===== src/rtl/intl_latch_seq.sv =====
// Interlock latch and clear sequencer: debounces eight raw fault pins, latches
// unmasked faults sticky, records the first fault, and on a PS clear request
// pulses the OC/POC hardware latch resets, waits for settling, then re-checks.
//
// Ports:
//   i_clk, i_rst          clock, asynchronous active-high reset
//   i_intl_src[7:0]       raw faults (0-3 ext1-4, 4 OC, 5 POC, 6 OV, 7 OH)
//   i_intl_mask[7:0]      bypass mask, 1 = ignore source for latching/re-check
//   i_clr_req             single-cycle clear request (ignored while busy)
//   o_intl_OC_rst/POC_rst hardware latch reset pulses
//   o_intl_filt           debounced levels
//   o_intl_latched        sticky faults, o_intl_any = OR of them
//   o_first_fault         {valid, index} of the first latched source
//   o_busy                clear sequence running
//   o_clr_done/o_clr_fail one-cycle outcome pulses of the re-check
module intl_latch_seq #(
  parameter int unsigned DB_CNT    = 100,
  parameter int unsigned RST_PULSE = 1000,
  parameter int unsigned SETTLE    = 10000
) (
  input  logic       i_clk,
  input  logic       i_rst,
  input  logic [7:0] i_intl_src,
  input  logic [7:0] i_intl_mask,
  input  logic       i_clr_req,
  output logic       o_intl_OC_rst,
  output logic       o_intl_POC_rst,
  output logic [7:0] o_intl_filt,
  output logic [7:0] o_intl_latched,
  output logic [3:0] o_first_fault,
  output logic       o_intl_any,
  output logic       o_busy,
  output logic       o_clr_done,
  output logic       o_clr_fail
);

  typedef enum logic [2:0] {
    S_IDLE   = 3'd0,
    S_FAULT  = 3'd1,
    S_PULSE  = 3'd2,
    S_SETTLE = 3'd3,
    S_CHECK  = 3'd4
  } state_t;

  localparam logic [15:0] DB_LAST     = 16'(DB_CNT - 1);
  localparam logic [19:0] PULSE_LAST  = 20'(RST_PULSE - 1);
  localparam logic [19:0] SETTLE_LAST = 20'(SETTLE - 1);

  // ---------------------------------------------------------------------------
  // Debounce
  // ---------------------------------------------------------------------------
  logic [7:0]       filt_q, filt_d;
  logic [7:0][15:0] db_cnt_q, db_cnt_d;

  // The counter only runs while raw disagrees with the filtered level; any
  // agreeing sample restarts it, so glitches shorter than DB_CNT die here.
  always_comb begin
    filt_d   = filt_q;
    db_cnt_d = '0;
    for (int i = 0; i < 8; i++) begin
      if (i_intl_src[i] != filt_q[i]) begin
        if (db_cnt_q[i] == DB_LAST) begin
          filt_d[i] = i_intl_src[i];
        end else begin
          db_cnt_d[i] = db_cnt_q[i] + 16'd1;
        end
      end
    end
  end

  always_ff @(posedge i_clk or posedge i_rst) begin
    if (i_rst) begin
      filt_q   <= '0;
      db_cnt_q <= '0;
    end else begin
      filt_q   <= filt_d;
      db_cnt_q <= db_cnt_d;
    end
  end

  // ---------------------------------------------------------------------------
  // Latch, first fault and clear sequencer
  // ---------------------------------------------------------------------------
  state_t      state_q, state_d;
  logic [19:0] timer_q, timer_d;
  logic [7:0]  latched_q, latched_d;
  logic [3:0]  first_q, first_d;
  logic        any_q, any_d;
  logic        done_q, done_d;
  logic        fail_q, fail_d;

  logic [7:0]  active;
  logic [2:0]  lowest;

  assign active = filt_q & ~i_intl_mask;

  // Lowest set index of the currently active sources.
  always_comb begin
    lowest = 3'd0;
    for (int i = 7; i >= 0; i--) begin
      if (active[i]) lowest = 3'(i);
    end
  end

  always_comb begin
    state_d   = state_q;
    timer_d   = timer_q;
    latched_d = latched_q | active;
    first_d   = first_q;
    done_d    = 1'b0;
    fail_d    = 1'b0;

    // First fault is only captured from an empty latch, so later arrivals
    // never overwrite it until a successful clear.
    if ((latched_q == 8'd0) && (active != 8'd0)) begin
      first_d = {1'b1, lowest};
    end

    unique case (state_q)
      S_IDLE: begin
        if (i_clr_req) begin
          state_d = S_PULSE;
          timer_d = '0;
        end else if (latched_q != 8'd0) begin
          state_d = S_FAULT;
        end
      end
      S_FAULT: begin
        if (i_clr_req) begin
          state_d = S_PULSE;
          timer_d = '0;
        end
      end
      S_PULSE: begin
        if (timer_q == PULSE_LAST) begin
          state_d = S_SETTLE;
          timer_d = '0;
        end else begin
          timer_d = timer_q + 20'd1;
        end
      end
      S_SETTLE: begin
        if (timer_q == SETTLE_LAST) begin
          state_d = S_CHECK;
          timer_d = '0;
        end else begin
          timer_d = timer_q + 20'd1;
        end
      end
      S_CHECK: begin
        timer_d = '0;
        // Judged on the present debounced level: a fault that latched during
        // the sequence but has since gone away does not block the clear.
        if (active == 8'd0) begin
          latched_d = '0;
          first_d   = '0;
          done_d    = 1'b1;
          state_d   = S_IDLE;
        end else begin
          fail_d    = 1'b1;
          state_d   = S_FAULT;
        end
      end
      default: begin
        state_d = S_IDLE;
        timer_d = '0;
      end
    endcase

    any_d = |latched_d;
  end

  always_ff @(posedge i_clk or posedge i_rst) begin
    if (i_rst) begin
      state_q   <= S_IDLE;
      timer_q   <= '0;
      latched_q <= '0;
      first_q   <= '0;
      any_q     <= 1'b0;
      done_q    <= 1'b0;
      fail_q    <= 1'b0;
    end else begin
      state_q   <= state_d;
      timer_q   <= timer_d;
      latched_q <= latched_d;
      first_q   <= first_d;
      any_q     <= any_d;
      done_q    <= done_d;
      fail_q    <= fail_d;
    end
  end

  // Decoded straight from the state register so an async reset drops the
  // hardware latch resets immediately.
  assign o_intl_OC_rst  = (state_q == S_PULSE);
  assign o_intl_POC_rst = (state_q == S_PULSE);
  assign o_busy         = (state_q == S_PULSE) || (state_q == S_SETTLE) ||
                          (state_q == S_CHECK);
  assign o_intl_filt    = filt_q;
  assign o_intl_latched = latched_q;
  assign o_first_fault  = first_q;
  assign o_intl_any     = any_q;
  assign o_clr_done     = done_q;
  assign o_clr_fail     = fail_q;

endmodule


===== config.mk =====
export PLATFORM = sky130hd
export DESIGN_NAME = intl_latch_seq
export DESIGN_NICKNAME = d
export VERILOG_FILES = /design/src/rtl/intl_latch_seq.sv
export SDC_FILE = /design/constraint.sdc
export NUM_CORES = 1
export LEC_CHECK = 0
export CAP_MARGIN = 20
export CORE_ASPECT_RATIO = 0.8
export CORE_MARGIN = 3
export CORE_UTILIZATION = 25
export CTS_BUF_LIST = sky130_fd_sc_hd__clkbuf_8 sky130_fd_sc_hd__clkbuf_16
export DETAILED_ROUTE_END_ITERATION = 8
export GPL_TIMING_DRIVEN = 0
export PLACE_DENSITY_LB_ADDON = 0.15
export SLEW_MARGIN = 10
export SYNTH_ARGS = -nofsm -noshare
export SYNTH_HDL_FRONTEND = slang
export SYNTH_SLANG_ARGS = --single-unit
export TNS_END_PERCENT = 5

===== constraint.sdc =====
create_clock -name i_clk -period 7.6 [get_ports i_clk]
set_input_delay 1.14 -clock i_clk [delete_from_list [all_inputs] [get_ports i_clk]]
set_output_delay 1.14 -clock i_clk [all_outputs]
set_load 0.005 [all_outputs]

==> results of run 1 <==
stage by stage:
stage	power, µW	instance area, µm²	std cells	worst slack [ns]
floorplan	1180	8380	858	1.74
global placement	1260	9360	1329	-1.29
detailed placement	1260	9420	1331	4.15
CTS	2170	10000	1363	4.30
global route	2240	10000	1363	4.22
finish	2120	10000	1363	4.39
state kept, by name, summed over array words and instances, names as in the netlist:
register / count
db_cnt_q: 128
o_clr_done: 1
o_clr_fail: 1
o_first_fault: 4
o_intl_any: 1
o_intl_filt: 8
o_intl_latched: 8
state_q: 3
timer_q: 20
cell families (layout without fill, tap and decap cells):
group / Yosys count / in the layout / share of synthesized area, %
buffers and inverters: 25 / 103 / 1.76
adders and majority gates: 9 / 9 / 1.34
AOI/OAI and AO/OA: 22 / 22 / 1.78
and+or+nand+nor: 481 / 481 / 27.5
DFF: 174 / 174 / 51.9
xor gates and xnor gates: 138 / 138 / 14.4
muxes: 9 / 9 / 1.21
critical path: stages, from the launching register on:
cell and delay [ns]:
dfrtp_1 0.36, bufbuf_16 0.26, nand2b_1 0.16, nor2_1 0.22
buf_4 0.15, clkdlybuf4s50_1 0.48
Yosys cell counts (2+ instances only):
cell type / instances
a211oi_1: 3
a21oi_1: 7
and3_1: 18
and4_1: 10
buf_2: 11
clkbuf_1: 2
dfrtp_1: 174
ha_1: 9
inv_1: 9
mux2_2: 9
nand2_1: 73
nand2b_1: 4
nand3_1: 46
nand4_1: 35
nor2_1: 206
nor2b_1: 14
nor3_1: 24
nor4_1: 20
o21ai_0: 5
or2_2: 2
or3_1: 5
or4_1: 15
xnor2_1: 60
xor2_1: 78
worst min path at each step:
stage                                      start                endpoint  slack, ns  cells after the start
after detailed placement   db_cnt_q[0]$_DFF_PP0_   db_cnt_q[0]$_DFF_PP0_       0.48                      1
final                      db_cnt_q[0]$_DFF_PP0_   db_cnt_q[0]$_DFF_PP0_       0.48                      1
after global routing      db_cnt_q[32]$_DFF_PP0_  db_cnt_q[32]$_DFF_PP0_       0.52                      1
after global placement     db_cnt_q[0]$_DFF_PP0_   db_cnt_q[0]$_DFF_PP0_       0.48                      1
after CTS                  db_cnt_q[0]$_DFF_PP0_   db_cnt_q[0]$_DFF_PP0_       0.49                      1
after floorplan            db_cnt_q[0]$_DFF_PP0_   db_cnt_q[0]$_DFF_PP0_       0.45                      1
power by group through the flow:
stage / Sequential, µW / Combinational (µW) / Clock [µW]
6_report: 1030 / 213 / 875
5_1_grt: 1040 / 247 / 958
4_1_cts: 1030 / 220 / 919
3_5_place_dp: 1040 / 218 / 0
3_3_place_gp: 1050 / 214 / 0
2_1_floorplan: 1030 / 148 / 0
cell usage in the layout, fill, tap and decap left out, drive strengths merged, types with 2 or more instances in the layout:
| master | n |
|---|---|
| clkinvlp | 3 |
| o21ai | 6 |
| nor2 | 206 |
| and4 | 10 |
| xnor2 | 60 |
| a211oi | 3 |
| or4 | 17 |
| ha | 9 |
| clkdlybuf4s50 | 44 |
| nand2 | 73 |
| inv | 11 |
| a21oi | 8 |
| nand4 | 35 |
| nor3 | 25 |
| mux2 | 9 |
| nand2b | 4 |
| xor2 | 78 |
| bufinv | 2 |
| nor2b | 14 |
| or3 | 6 |
| buf | 15 |
| or2 | 2 |
| nor4 | 22 |
| and3 | 18 |
| dfrtp | 174 |
| nand3 | 46 |
| clkbuf | 20 |
| clkinv | 7 |
cell type report:
class	instances	area share (%)
clock buffer	18	4.39
clock inverter	14	1.43
tap	427	5.34
multi-input combinational	659	38.8
sequential	174	43.5
buffer	16	1.14
timing repair buffer	46	4.95
inverter	9	0.413
per-layer routing:
metal  wire [µm]  share of wire (%)  global-route usage, %  vias to the layer above
met5           0                  0                      0                        -
met4         255                1.4                   3.84                        0
met3         593                3.3                   2.48                       14
met2        7830                 43                   15.8                       77
met1        9400                 52                   15.7                     2802
li1            -                  -                      -                     3049
==> qor.yml, run 1 <==
status: "finished, final reports clean"
required_ns: 6.46
portBuffers: 44
vdd_drop_max_uv: 153
finClkSkew_ns: 0.0174
io_pins: 45
cts.clk_slew.worst_paths_ns: 0.06
remaining_drc_errors: 0
drtIter0Drc: 304
n_fill_cell: 3458
fin_crit_ns: 3.21
p_leak_uw: 0.00412
fmax_ghz: 0.311
async_flop_share_pct: 100
intPower_uw: 1560
maxCapViolations: 0
syn_avg_cell_area_um2: 9.77
fin_nets: 951
cts_buffer_depth: 2
coreArea_um2: 32800
post-cts-setup-buffers: 0
ys.flop_type: "dfrtp_1"
cts_tree: "built"
hold_class: "flip-flop to flip-flop"
synthTopCellsByArea: "dfrtp_1 (52%), nor2_1 (9.2%), xor2_1 (8.2%)"
fin_crit_sh_pct: 42.3
slew_viol_final: 0
track_usage_pct: 10.8
reg2reg_depth: 6
antenna_found_initial: 0
fin_setup_tns_ns: 0
multi_input_area_um2: 3880
place.gp.congestion: 0.743
yosys_register_bits: 174
endpoint_kind: "primary output"
wire_per_inst_um: 13.3
synth_top_area_share_pct: 51.9
worstMarginPinSlew_ns: 0.643
layout-drive-gt1-share_pct: 7.26
syn_to_final_growth_pct: 19.3
post-route-util_pct: 30.5
routed-via-count: 5942
cts_hold_buf: 0
clkPwrFrac_pct: 41.4
firstDrtPassIters: 5
cts_resized: 0
wirelength_mm: 18.1
dieArea_um2: 35800
cts-htree-levels: 4
endpoint: "o_intl_POC_rst"
p_sw_share_pct: 26.4
cp.arrival_ns: 2.07
pwr-share-seq_pct: 48.6
cts-root-buf: "clkbuf_16"
grt_pass1_wl_mm: 30.8
r2r_slack_ns: 5.33
startpoint: "state_q[2]$_DFFE_PP0P_"
hold_viol_final: 0
start_util_pct: 25.6
switchingPower_uw: 558
start_kind: "flip-flop"
rsz0062_at_grt: "no"
synth_area_um2: 8380
via_per_inst: 4.36
rr_endpoint: "db_cnt_q[89]$_DFF_PP0_"
ant_nets: 0
yosysWarnings: 0
die_h_um: 170
worstSetupPathType: "flip-flop to primary output"
synthDistinctLibCells: 43
syn_nets: 886
synth-edff-count: 0
seq_area_um2: 4350
yosysSeqAreaShare_pct: 51.9
p_comb_share_pct: 10.1
row_count: 59
numCtsBuffers: 17
insertion_delay_ns: 0.45
synth_cells: 858
grt.overflow.total: 0
cts_sinks: 174
path_max_fanout: 9
synth_top_cell_by_area: "dfrtp_1"
die_w_um: 211
dp_hpwl_mm: 12.6
whs_ns: 0.481
antenna_cells: 0
grt_max_degree: 66
max_slew_margin_pct: 56.8
r2r_start: "db_cnt_q[91]$_DFF_PP0_"
setup_viol: 0
power_per_cell_area_nw_per_um2: 212
grt_pass1_vias: 6004
No activity file was read; power rests on OpenSTA's default activity.
==> run 2: changes to the inputs <==
==> constraint.sdc (replaced) <==
create_clock -name i_clk -period 3 [get_ports i_clk]
set_input_delay 0.45 -clock i_clk [delete_from_list [all_inputs] [get_ports i_clk]]
set_output_delay 0.45 -clock i_clk [all_outputs]
set_load 0.005 [all_outputs]
==> run 2 against run 1 <==
Routed wire length increased by 0.77%; largest cell class unchanged; clock-buffer cell count is 3 higher; critical endpoint unchanged; critical path type unchanged; via count rose by 0.40%; total power grew to 2.6 times the previous value; flip-flop and latch count stayed put.
==> qor.yml, run 2 (synthesized netlist as in run 1, its figures left out) <==
cts_hold_buf: 0
antenna_found_initial: 0
vdd_drop_max_uv: 330
largest_reg_flops: 128
required_ns: 2.55
io_pins: 45
cts-root-buf: "clkbuf_16"
finClkSkew_ns: 0.0117
hold_class: "input port to async pin"
cts_resized: 0
maxCapViolations: 0
cts.clk_slew.worst_paths_ns: 0.07
dieArea_um2: 35800
max_slew_margin_pct: 52.6
cts_tree: "built"
cp.arrival_ns: 2.21
worstSetupPathType: "flip-flop to primary output"
grt.overflow.total: 0
insertion_delay_ns: 0.43
grt_pass1_vias: 5837
place.gp.congestion: 0.724
wirelength_mm: 18.2
fin_crit_sh_pct: 88.7
remaining_drc_errors: 0
row_count: 59
syn_to_final_growth_pct: 20.2
die_w_um: 211
drtIter0Drc: 219
cts-htree-levels: 4
hold_viol_final: 0
status: "finished, final reports clean"
regMostFlops: "db_cnt_q"
setup_viol: 0
fin_crit_ns: 2.66
start_util_pct: 25.6
die_h_um: 170
track_usage_pct: 10.6
p_leak_uw: 0.00416
worstMarginPinSlew_ns: 0.709
grt_max_degree: 36
firstDrtPassIters: 4
timing.final.ws_setup_ns: 0.340
numCtsBuffers: 17
slew_viol_final: 0
portBuffers: 44
final_common_cell: "nor2_1"
cts_sinks: 174
antenna_cells: 0
final_cell_mix: "nor2_1 (206), dfrtp_1 (174), xor2_1 (78)"
post-cts-setup-buffers: 0
start_kind: "flip-flop"
cts_buffer_depth: 2
dp_hpwl_mm: 13.0
whs_ns: 0.483
routed-via-count: 5966
wire_per_inst_um: 13.3
via_per_inst: 4.37
post-route-util_pct: 30.7
path_max_fanout: 9
reg.largest.list: "db_cnt_q x128, timer_q x20"
grt_pass1_wl_mm: 30.7
endpoint_kind: "primary output"
ant_nets: 0
coreArea_um2: 32800
layout-drive-gt1-share_pct: 7.46
power_per_cell_area_nw_per_um2: 545
fin_nets: 954
pre_cts_slack_ns: 0.283
rsz0062_at_grt: "no"
fmax_ghz: 0.376
[run 2: worst max-delay path: stages (launching register included)]
cell and delay [ns]:
dfrtp_1 0.36, bufbuf_16 0.26, nand2b_1 0.16, nor2_1 0.34, buf_4 0.18, clkdlybuf4s50_1 0.49
[run 2: power by group]
group	switching [µW]	leakage (µW)	internal, µW	total (µW)
registers	143	0.00231	2470	2610
logic	302	0.00154	241	543
clock network	945	0.000305	1390	2340
[run 2: metal layers]
| layer | global-route usage [%] | wire (µm) | vias to the layer above |
|---|---|---|---|
| li1 | - | - | 3049 |
| met1 | 15.7 | 9820 | 2851 |
| met2 | 15.7 | 7770 | 53 |
| met3 | 2.48 | 455 | 13 |
| met4 | 2.79 | 177 | 0 |
| met5 | 0 | 0 | - |
[run 2: path summary, 6_finish.rpt]
check / depth (start not counted) / slack (ns) / from / endpoint
max: 5 / 0.34 / state_q[2]$_DFFE_PP0P_ / o_intl_POC_rst
min: 2 / 0.48 / i_rst / o_intl_filt[6]$_DFFE_PP0P_
max reg2reg: 6 / 0.76 / o_intl_filt[6]$_DFFE_PP0P_ / o_intl_latched[3]$_DFF_PP0_
min reg2reg: 1 / 0.49 / db_cnt_q[80]$_DFF_PP0_ / db_cnt_q[80]$_DFF_PP0_
max in group asynchronous: 5 / 1.44 / i_rst / db_cnt_q[33]$_DFF_PP0_
min in group i_clk: 1 / 0.49 / db_cnt_q[80]$_DFF_PP0_ / db_cnt_q[80]$_DFF_PP0_
[run 2: layout make-up]
class,instances,area (µm²)
Buffer,16,114
Fill cell,3447,22700
Sequential cell,174,4350
Multi-Input combinational cell,659,3880
Timing Repair Buffer,49,541
Tap cell,427,534
Clock inverter,10,135
Clock buffer,21,480
Inverter,9,37.5
[run 2: through the flow]
stage / TNS, ns / power (µW) / cells / cell area [µm²]
2_1_floorplan: 0 / 2990 / 858 / 8390
3_3_place_gp: -245.38 / 3190 / 1329 / 9360
3_5_place_dp: 0 / 3210 / 1334 / 9460
4_1_cts: 0 / 5600 / 1365 / 10100
5_1_grt: 0 / 5790 / 1365 / 10100
6_report: 0 / 5490 / 1365 / 10100
